--- src/rtl/seg_scan_pkg.sv ---
// Shared types and helpers for the multiplexed 7-segment scanner.
// Digit-select decoding and output polarity handling live here.
package seg_scan_pkg;

  localparam int NUM_DIG = 6;
  localparam int SEG_W   = 8;

  typedef logic [2:0] dig_idx_t;

  function automatic logic [SEG_W-1:0] pol(input logic [SEG_W-1:0] value, input logic act_low);
    logic [SEG_W-1:0] res;
    if (act_low) begin
      res = ~value;
    end else begin
      res = value;
    end
    return res;
  endfunction

  function automatic logic [NUM_DIG-1:0] dig_sel(input dig_idx_t idx);
    logic [NUM_DIG-1:0] res;
    case (idx)
      3'd0:    res = 6'b000001;
      3'd1:    res = 6'b000010;
      3'd2:    res = 6'b000100;
      3'd3:    res = 6'b001000;
      3'd4:    res = 6'b010000;
      3'd5:    res = 6'b100000;
      default: res = 6'b000000;
    endcase
    return res;
  endfunction

endpackage

--- src/rtl/seg_scan_timer.sv ---
// Slot timer: counts clocks within a digit slot, steps the digit index,
// flags the blanking window and the edge on which a frame wraps.
module scan_timer
  import seg_scan_pkg::*;
#(
  parameter int DIG_CYCLES   = 50000,
  parameter int BLANK_CYCLES = 500
) (
  input  logic     clk,
  input  logic     rst_n,
  input  logic     en,
  output dig_idx_t idx,
  output logic     blank,
  output logic     frame_wrap
);

  localparam int                 CNT_W     = $clog2(DIG_CYCLES);
  localparam logic [CNT_W-1:0]   CNT_LAST  = CNT_W'(DIG_CYCLES - 1);
  localparam logic [CNT_W-1:0]   BLANK_END = CNT_W'(BLANK_CYCLES);
  localparam dig_idx_t           IDX_LAST  = 3'd5;

  logic [CNT_W-1:0] cnt_r;
  logic [CNT_W-1:0] cnt_nxt_s;
  dig_idx_t         idx_r;
  dig_idx_t         idx_nxt_s;
  logic             wrap_s;

  // Next slot position; disabling parks the scan at digit 0, count 0.
  always_comb begin
    cnt_nxt_s = cnt_r;
    idx_nxt_s = idx_r;
    wrap_s    = 1'b0;
    if (!en) begin
      cnt_nxt_s = {CNT_W{1'b0}};
      idx_nxt_s = 3'd0;
    end else if (cnt_r == CNT_LAST) begin
      cnt_nxt_s = {CNT_W{1'b0}};
      if (idx_r == IDX_LAST) begin
        idx_nxt_s = 3'd0;
        wrap_s    = 1'b1;
      end else begin
        idx_nxt_s = idx_r + 3'd1;
      end
    end else begin
      cnt_nxt_s = cnt_r + CNT_W'(1);
    end
  end

  // Slot counter and digit index registers.
  always_ff @(posedge clk or negedge rst_n) begin
    if (!rst_n) begin
      cnt_r <= {CNT_W{1'b0}};
      idx_r <= 3'd0;
    end else begin
      cnt_r <= cnt_nxt_s;
      idx_r <= idx_nxt_s;
    end
  end

  assign idx        = idx_r;
  assign blank      = (cnt_r < BLANK_END);
  assign frame_wrap = wrap_s;

endmodule

--- src/rtl/seg_scan.sv ---
// Six-digit multiplexed 7-segment driver with per-frame snapshot of the
// segment word and a blanking gap at every digit change.
module seg_scan
  import seg_scan_pkg::*;
#(
  parameter int DIG_CYCLES   = 50000,
  parameter int BLANK_CYCLES = 500,
  parameter int SEL_ACT_LOW  = 1,
  parameter int SEG_ACT_LOW  = 1
) (
  input  logic                   clk,
  input  logic                   rst_n,
  input  logic [NUM_DIG*SEG_W-1:0] din,
  input  logic                   en,
  output logic [NUM_DIG-1:0]     sel,
  output logic [SEG_W-1:0]       seg,
  output logic                   frame_tick
);

  localparam logic               SEL_AL  = (SEL_ACT_LOW != 0);
  localparam logic               SEG_AL  = (SEG_ACT_LOW != 0);
  localparam logic [NUM_DIG-1:0] SEL_OFF = {NUM_DIG{SEL_AL}};
  localparam logic [SEG_W-1:0]   SEG_OFF = {SEG_W{SEG_AL}};

  dig_idx_t                 idx_s;
  logic                     blank_s;
  logic                     frame_wrap_s;
  logic                     load_s;
  logic [SEG_W-1:0]         byte_s;
  logic [NUM_DIG-1:0]       sel_nxt_s;
  logic [SEG_W-1:0]         seg_nxt_s;
  logic [NUM_DIG*SEG_W-1:0] snap_r;
  logic                     load_pend_r;
  logic [NUM_DIG-1:0]       sel_r;
  logic [SEG_W-1:0]         seg_r;
  logic                     frame_tick_r;

  scan_timer #(
    .DIG_CYCLES  (DIG_CYCLES),
    .BLANK_CYCLES(BLANK_CYCLES)
  ) u_timer (
    .clk       (clk),
    .rst_n     (rst_n),
    .en        (en),
    .idx       (idx_s),
    .blank     (blank_s),
    .frame_wrap(frame_wrap_s)
  );

  // din is only captured between frames, after reset/re-enable, or while idle.
  assign load_s = !en || load_pend_r || frame_wrap_s;

  // Segment byte of the digit currently being scanned.
  always_comb begin
    byte_s = 8'h00;
    case (idx_s)
      3'd0:    byte_s = snap_r[7:0];
      3'd1:    byte_s = snap_r[15:8];
      3'd2:    byte_s = snap_r[23:16];
      3'd3:    byte_s = snap_r[31:24];
      3'd4:    byte_s = snap_r[39:32];
      3'd5:    byte_s = snap_r[47:40];
      default: byte_s = 8'h00;
    endcase
  end

  // Output decode: inactive while disabled or blanking, else light one digit.
  always_comb begin
    sel_nxt_s = SEL_OFF;
    seg_nxt_s = SEG_OFF;
    if (en && !blank_s) begin
      sel_nxt_s = NUM_DIG'(pol({2'b00, dig_sel(idx_s)}, SEL_AL));
      seg_nxt_s = pol(byte_s, SEG_AL);
    end else begin
      sel_nxt_s = SEL_OFF;
      seg_nxt_s = SEG_OFF;
    end
  end

  // Snapshot, pending-load flag and registered pin outputs.
  always_ff @(posedge clk or negedge rst_n) begin
    if (!rst_n) begin
      snap_r       <= {(NUM_DIG*SEG_W){1'b0}};
      load_pend_r  <= 1'b1;
      sel_r        <= SEL_OFF;
      seg_r        <= SEG_OFF;
      frame_tick_r <= 1'b0;
    end else begin
      if (load_s) begin
        snap_r <= din;
      end
      // Re-arm while idle so the first enabled edge reloads and ticks.
      load_pend_r  <= !en;
      sel_r        <= sel_nxt_s;
      seg_r        <= seg_nxt_s;
      frame_tick_r <= en && (load_pend_r || frame_wrap_s);
    end
  end

  assign sel        = sel_r;
  assign seg        = seg_r;
  assign frame_tick = frame_tick_r;

endmodule

--- config.mk ---
export PLATFORM = sky130hd
export DESIGN_NAME = seg_scan
export DESIGN_NICKNAME = d
export VERILOG_FILES = /design/src/rtl/seg_scan_pkg.sv /design/src/rtl/seg_scan_timer.sv /design/src/rtl/seg_scan.sv
export SDC_FILE = /design/constraint.sdc
export NUM_CORES = 1
export LEC_CHECK = 0
export BUFFER_PORTS_ARGS = -buffer_cell sky130_fd_sc_hd__buf_4
export CAP_MARGIN = 20
export CORE_ASPECT_RATIO = 0.9
export CORE_UTILIZATION = 50
export DETAILED_ROUTE_END_ITERATION = 7
export GPL_TIMING_DRIVEN = 0
export PLACE_DENSITY = 0.85
export SLEW_MARGIN = 20
export SYNTH_ARGS = -nofsm -noshare
export SYNTH_HDL_FRONTEND = slang
export SYNTH_SLANG_ARGS = --single-unit
--- constraint.sdc ---
create_clock -name clk -period 2.55 [get_ports clk]
set_input_delay 0.6375 -clock clk [delete_from_list [all_inputs] [get_ports clk]]
set_output_delay 0.6375 -clock clk [all_outputs]
set_load 0.005 [all_outputs]
==> impl_metrics.ini, run 1 <==
[outcome]
run_status = finished clean

[yosys]
most_common_cell_in_the_netlist = dfrtp_1
syn_area_per_cell_sq_um = 12.7
synth_nets = 344
async_set_reset_flop_share_out_of_synthesis_pct = 100
yosysSeqAreaShare_pct = 56.9
synth_flop_cell = dfrtp_1
synth_enable_flop_cells = 0
yosys-top-cells-count = dfrtp_1 (68), mux2_2 (28), mux2_1 (20)
synth_top_area_share_pct = 46.2
netlist_instances = 291
synth_top_cell_by_area = dfrtp_1
synth.ff_latch_count = 83
yosys-top-cells-area = dfrtp_1 (46%), dfstp_2 (11%), mux2_2 (8.6%), mux2_1 (6.1%), xor2_1 (2.6%)
mappedNetlistArea_sq_um = 3690
synth.yosys.warnings = 0
yosysUniqueCellTypes = 42

[die]
ios = 66
core_region_area_sq_um = 7080
initial_utilization_pct = 52.1
die_area_sq_um = 7720
die_height_um = 83.5
die_w_um = 92.5
rows = 29

[global_route]
number_of_global_route_vias_before_repair = 2614
gr-total-overflow = 0
grt_antenna_before_repair = 0
maximum_number_of_pins_on_one_net_before_global_route_repair = 84
grt_pass1_wl_um = 13300
track_usage_pct = 22.8

[worst_setup_path]
setup.reg_to_reg.worst_slack_ps = 90
worst-endpoint-required_ps = 2820
path_cells = clkbuf_1 -> and2_1 -> ha_1 -> clkbuf_1 -> nor3b_1 -> a311oi_2 -> buf_4 -> o21ai_0
start_kind = flop
critical_path.most_common_cell = clkbuf_1
critical_path.n_buffers_inverters = 3
cpLargestDelayFamily = buffers and inverters
worst_stage_delay_on_the_critical_path_ps = 540
critPathArrivalTime_ps = 2730
setup.worst_path.class = flop to flop
critical_path.max_fanout = 12
endpoint_class_of_the_critical_path = flop
cp_slowest_cell = dfrtp_2

[run]
cap_viol_max_count = 0

[placement]
placement.io_buffers = 65
gp_congestion = 0.836
hpwl_um = 5670
placed_cells = 449

[cells_and_area]
synthToLayoutAreaGrowth_pct = 22.3
area.sequential_sq_um = 2100
fillCellCount = 543
nNetsFinal = 421
antenna_cells = 0
drive_above_1_share_pct = 38.6
non_filler_cells_final = 466
postLayoutCoreUtil_pct = 63.7
multi_input_comb_area_sq_um = 1480

[route]
1st_pass_router_iterations = 4
met2_wirelength_um = 3680
routed_len_inst_um = 16.9
dr.first_iter.drc_count = 182
route.antenna.remaining_nets = 0
dr_total_vias = 2593
dr_wl_met3_um = 506
wl_met1_um = 3540
route.detailed.vias_per_inst = 5.56
top_signal_layer_used = met4
drcViolationCount = 0
finalWirelength_um = 7890

[timing]
grt_setup_unrepaired = false
timing.final.max_slew_violations = 0
finalSetupViolCount = 0
final.period_utilization_pct = 96.5
maxSlewHeadroom_pct = 48.8
timing.clock.skew_ps = 12.8
worst_pin_slew_ps = 767
layout_min_cycle_time_ps = 2460
fmax_mhz = 407
report.final.hold_viol_count = 0

[cts]
cts.root.buffer_cell = clkbuf_8
cts_hold_buf = 0
clock_tree.buffer_depth = 2
htree_num_levels = 3
insertion_delay_ps = 360
clkSlewWorstSetupHoldPaths_ps = 80
clkSinkCount = 83
numCtsBuffers = 9
tritoncts = yes

[min_path]
holdCritPathClass = input pin to asynchronous set/reset pin

[pwr]
power.static_leakage_nw = 1.94
power_density_nw_per_um2 = 553
peakVddDrop_mv = 0.374
## cell usage in the layout, fill, tap and decap left out, drive strengths merged, types with 3 or more instances in the layout
cell type | synthesis | routed
inv | 6 | 8
dfrtp | 68 | 68
nand3 | 9 | 9
clkbuf | 8 | 17
and3 | 3 | 3
o211ai | 3 | 3
xor2 | 11 | 11
nand2 | 18 | 18
xnor2 | 4 | 4
buf | 8 | 74
a21oi | 5 | 5
nor2 | 19 | 19
clkinv | 0 | 3
o21ai | 12 | 12
dfstp | 15 | 15
mux2 | 48 | 48
and4 | 5 | 5
nor2b | 3 | 3
a22oi | 9 | 9
nand4 | 7 | 7
nor3b | 3 | 3
mux2i | 5 | 5
and2 | 4 | 4
## worst paths after layout
kind / from / to / cells after the start
worst max-delay path: u_timer.idx[0] / seg[0] / 8
worst min-delay path: rst_n / snap_r[21] / 1
worst max register to register: u_timer.idx[0] / seg[0] / 8
worst min register to register: snap_r[12] / snap_r[12] / 1
max in group asynchronous: rst_n / sel[0] / 2
min in group clk: din[11] / snap_r[11] / 2
## layout make-up
| type | instances | share of cell area [%] |
|---|---|---|
| buffer | 15 | 2.08 |
| clock buffer | 9 | 2.75 |
| timing repair buffer | 67 | 11.6 |
| sequential | 83 | 46.5 |
| tap | 93 | 2.58 |
| clock inverter | 7 | 1.14 |
| multi-input combinational | 186 | 32.8 |
| inverter | 6 | 0.500 |
## flip-flops by register name, summed over array words and instances, names as in the netlist
register	flops
frame_tick	1
load_pend_r	1
seg	8
sel	6
snap_r	48
u_timer.cnt_r	16
u_timer.idx	3
## power breakdown
part	internal [mW]	leakage (nW)	switching, mW
clock	0.358	0.0860	0.488
combinational	0.128	0.864	0.0918
sequential	1.39	0.991	0.0412
## kinds of logic after synthesis
group           after synthesis  synth area share (%)
flops                        83                  56.9
simple gates                 78                  11.9
mux                          55                  17.2
compound gates               36                  6.52
buf+inv                      22                  3.19
xor+xnor                     15                  3.56
fa+ha+maj                     2                 0.679
## worst register-to-register path: cells and delay by family, from the launching register on
kind,cells,cell delay (ps)
adder cells (fa/ha/maj),1,140
flip-flops,1,540
buffers and inverters,3,1040
AO/OA/AOI/OAI,2,310
AND/OR/NAND/NOR,2,350
## through the flow
stage	area (sq um)	hold slack [ps]	worst slack [ps]	power, mW	TNS [ps]
4_1_cts	4480	464	4.08	2.52	0
3_5_place_dp	4290	481	-929	1.67	-6860
6_report	4510	217	90.5	2.49	0
2_1_floorplan	3690	342	134	1.54	0
5_1_grt	4510	233	8.83	2.61	0
3_3_place_gp	4290	463	-777	1.66	-5860
## repair_timing
action / 4_1_cts / 5_1_grt
buffers inserted: 1 / 0
pin swaps: 1 / 0
endpoints found under the setup margin: 8 / 8
resized for setup: 1 / 5
## routing by layer
layer / global-route usage [%] / vias to the layer above
li1: - / 1189
met1: 31.6 / 1297
met2: 35.2 / 93
met3: 6.19 / 14
met4: 6.68 / 0
met5: 0 / -
No activity file was read; power rests on OpenSTA's default activity.
==> inputs of run 2 (changes only) <==
--- a/config.mk
+++ b/config.mk
@@ -10,8 +10,7 @@
 export CORE_ASPECT_RATIO = 0.9
 export CORE_UTILIZATION = 50
 export DETAILED_ROUTE_END_ITERATION = 7
-export GPL_TIMING_DRIVEN = 0
-export PLACE_DENSITY = 0.85
+export PLACE_DENSITY = 0.76
 export SLEW_MARGIN = 20
 export SYNTH_ARGS = -nofsm -noshare
 export SYNTH_HDL_FRONTEND = slang
==> run 2 against run 1 <==
Effect of this change: combinational power fell by 3%; largest cell class unchanged; critical path type unchanged; core utilization fell by 0.37 points; cell count fell by 1.7%; sequential share of layout area rose by 0.24 points; register-to-register slack improved by 300 ps.
==> impl_metrics.ini, run 2 (synthesized netlist as in run 1, its figures left out) <==
[outcome]
run_status = finished clean

[worst_setup_path]
critPathArrivalTime_ps = 2410
path_cells = ha_1 -> and4_1 -> nand4_4 -> o211ai_4 -> buf_4 -> mux2_2
critical_path.max_fanout = 16
worst_stage_delay_on_the_critical_path_ps = 410
start_kind = flop
setup.worst_path.class = flop to flop
setup.reg_to_reg.worst_slack_ps = 390
timing.rr.start = u_timer.cnt_r[0]
critical_path_end = snap_r[42]
worst-r2r-cell-count = 6
reg2reg_to = snap_r[42]
cp.depth = 6
worstSetupStartpoint = u_timer.cnt_r[0]
cp_slowest_cell = dfrtp_1
worst-endpoint-required_ps = 2800
endpoint_class_of_the_critical_path = flop
cpLargestDelayFamily = simple AND/OR/NAND/NOR gates
critical_path.n_buffers_inverters = 1

[cells_and_area]
synthToLayoutAreaGrowth_pct = 21.6
nNetsFinal = 413
most_used_cells_in_the_layout_excluding_fill_and_tap_cells = buf_4 (72), dfrtp_1 (68), mux2_2 (28)
antenna_cells = 0
postLayoutCoreUtil_pct = 63.3
max_flop_register = snap_r
drive_above_1_share_pct = 38.4
largest_register_ff_count = 48
most_common_cell_after_layout_fill_and_taps_aside = buf_4

[timing]
fmax_mhz = 463
timing.clock.skew_ps = 11.9
timing.final.max_slew_violations = 0
report.final.hold_viol_count = 0
finalSetupViolCount = 0
final.period_utilization_pct = 84.7
layout_min_cycle_time_ps = 2160
worst_pin_slew_ps = 594
setup_tns_ps = 0
grt_setup_unrepaired = false
maxSlewHeadroom_pct = 60.3

[cts]
post_cts.repair.setup_buffers = 0
cts.root.buffer_cell = clkbuf_8
cts_hold_buf = 0
insertion_delay_ps = 360
clkSlewWorstSetupHoldPaths_ps = 90
numCtsBuffers = 9
clkSinkCount = 83
htree_num_levels = 3
post_cts_resize_count = 0
clock_tree.buffer_depth = 2
tritoncts = yes

[global_route]
gr-total-overflow = 0
grt_antenna_before_repair = 0
grt_pass1_wl_um = 12000
number_of_global_route_vias_before_repair = 2428
track_usage_pct = 20.5
maximum_number_of_pins_on_one_net_before_global_route_repair = 40

[min_path]
holdCritPathClass = input pin to asynchronous set/reset pin

[route]
finalWirelength_um = 7390
drcViolationCount = 0
routed_len_inst_um = 16.1
dr.first_iter.drc_count = 126
route.detailed.vias_per_inst = 5.38
route.antenna.remaining_nets = 0
dr_total_vias = 2464
1st_pass_router_iterations = 4

[pwr]
peakVddDrop_mv = 0.365
power.static_leakage_nw = 1.94
power_density_nw_per_um2 = 562

[placement]
gp_congestion = 0.812
hpwl_um = 5350
placement.io_buffers = 65

[die]
die_height_um = 83.5
rows = 29
initial_utilization_pct = 52.1
die_area_sq_um = 7720
die_w_um = 92.5
ios = 66
core_region_area_sq_um = 7080

[run]
cap_viol_max_count = 0
[run 2: cell count changes in the layout (fill, tap and decap cells not counted), moves of 2 or more]
cell	before	now
buf_4	69	72
buf_6	3	0
buf_12	0	2
clkbuf_2	2	0
clkbuf_1	6	0
clkinvlp_4	2	0
[run 2: area by class of cell]
cell class / instances / area (sq um)
clock buffers: 9 / 124
clock inverters: 7 / 60.1
fillers: 563 / 2590
inverters: 6 / 22.5
multi-input cells: 186 / 1480
flip-flops and latches: 83 / 2100
well taps: 93 / 116
repair buffers: 74 / 581
[run 2: worst register-to-register path, cell delays in order (launching register included)]
cell,delay (ps)
dfrtp_1,410
ha_1,220
and4_1,310
nand4_4,190
o211ai_4,280
buf_4,270
mux2_2,370
[run 2: worst min path at each step]
stage,cells after the start,endpoint,from
4_1_cts,1,snap_r[13],rst_n
6_report,1,snap_r[21],rst_n
3_3_place_gp,1,u_timer.cnt_r[0],u_timer.cnt_r[0]
5_1_grt,1,snap_r[13],rst_n
2_1_floorplan,0,frame_tick,rst_n
3_5_place_dp,1,snap_r[9],snap_r[9]
[run 2: power breakdown]
part           leakage [nW]  switching (mW)  total [mW]  internal [mW]
Combinational         0.853          0.0868       0.212          0.125
Clock                0.0965           0.507       0.879          0.372
Sequential            0.993          0.0425        1.43           1.39
Total                  1.94           0.636        2.52           1.88
[run 2: stage by stage]
step	hold slack, ps	setup slack (ps)	instance area [sq um]	total power, mW	cells
3_3_place_gp	460	488	4300	1.66	442
6_report	231	391	4480	2.52	458
2_1_floorplan	342	134	3690	1.54	291
3_5_place_dp	479	440	4300	1.67	442
4_1_cts	237	395	4480	2.55	458
5_1_grt	240	301	4480	2.64	458
[run 2: layer usage]
metal / track usage, % / vias to the layer above / wire, um
met5: 0 / - / 0
met4: 6.82 / 0 / 97
met3: 7.29 / 10 / 436
met2: 28.9 / 69 / 3200
met1: 29.6 / 1198 / 3650
li1: - / 1187 / -
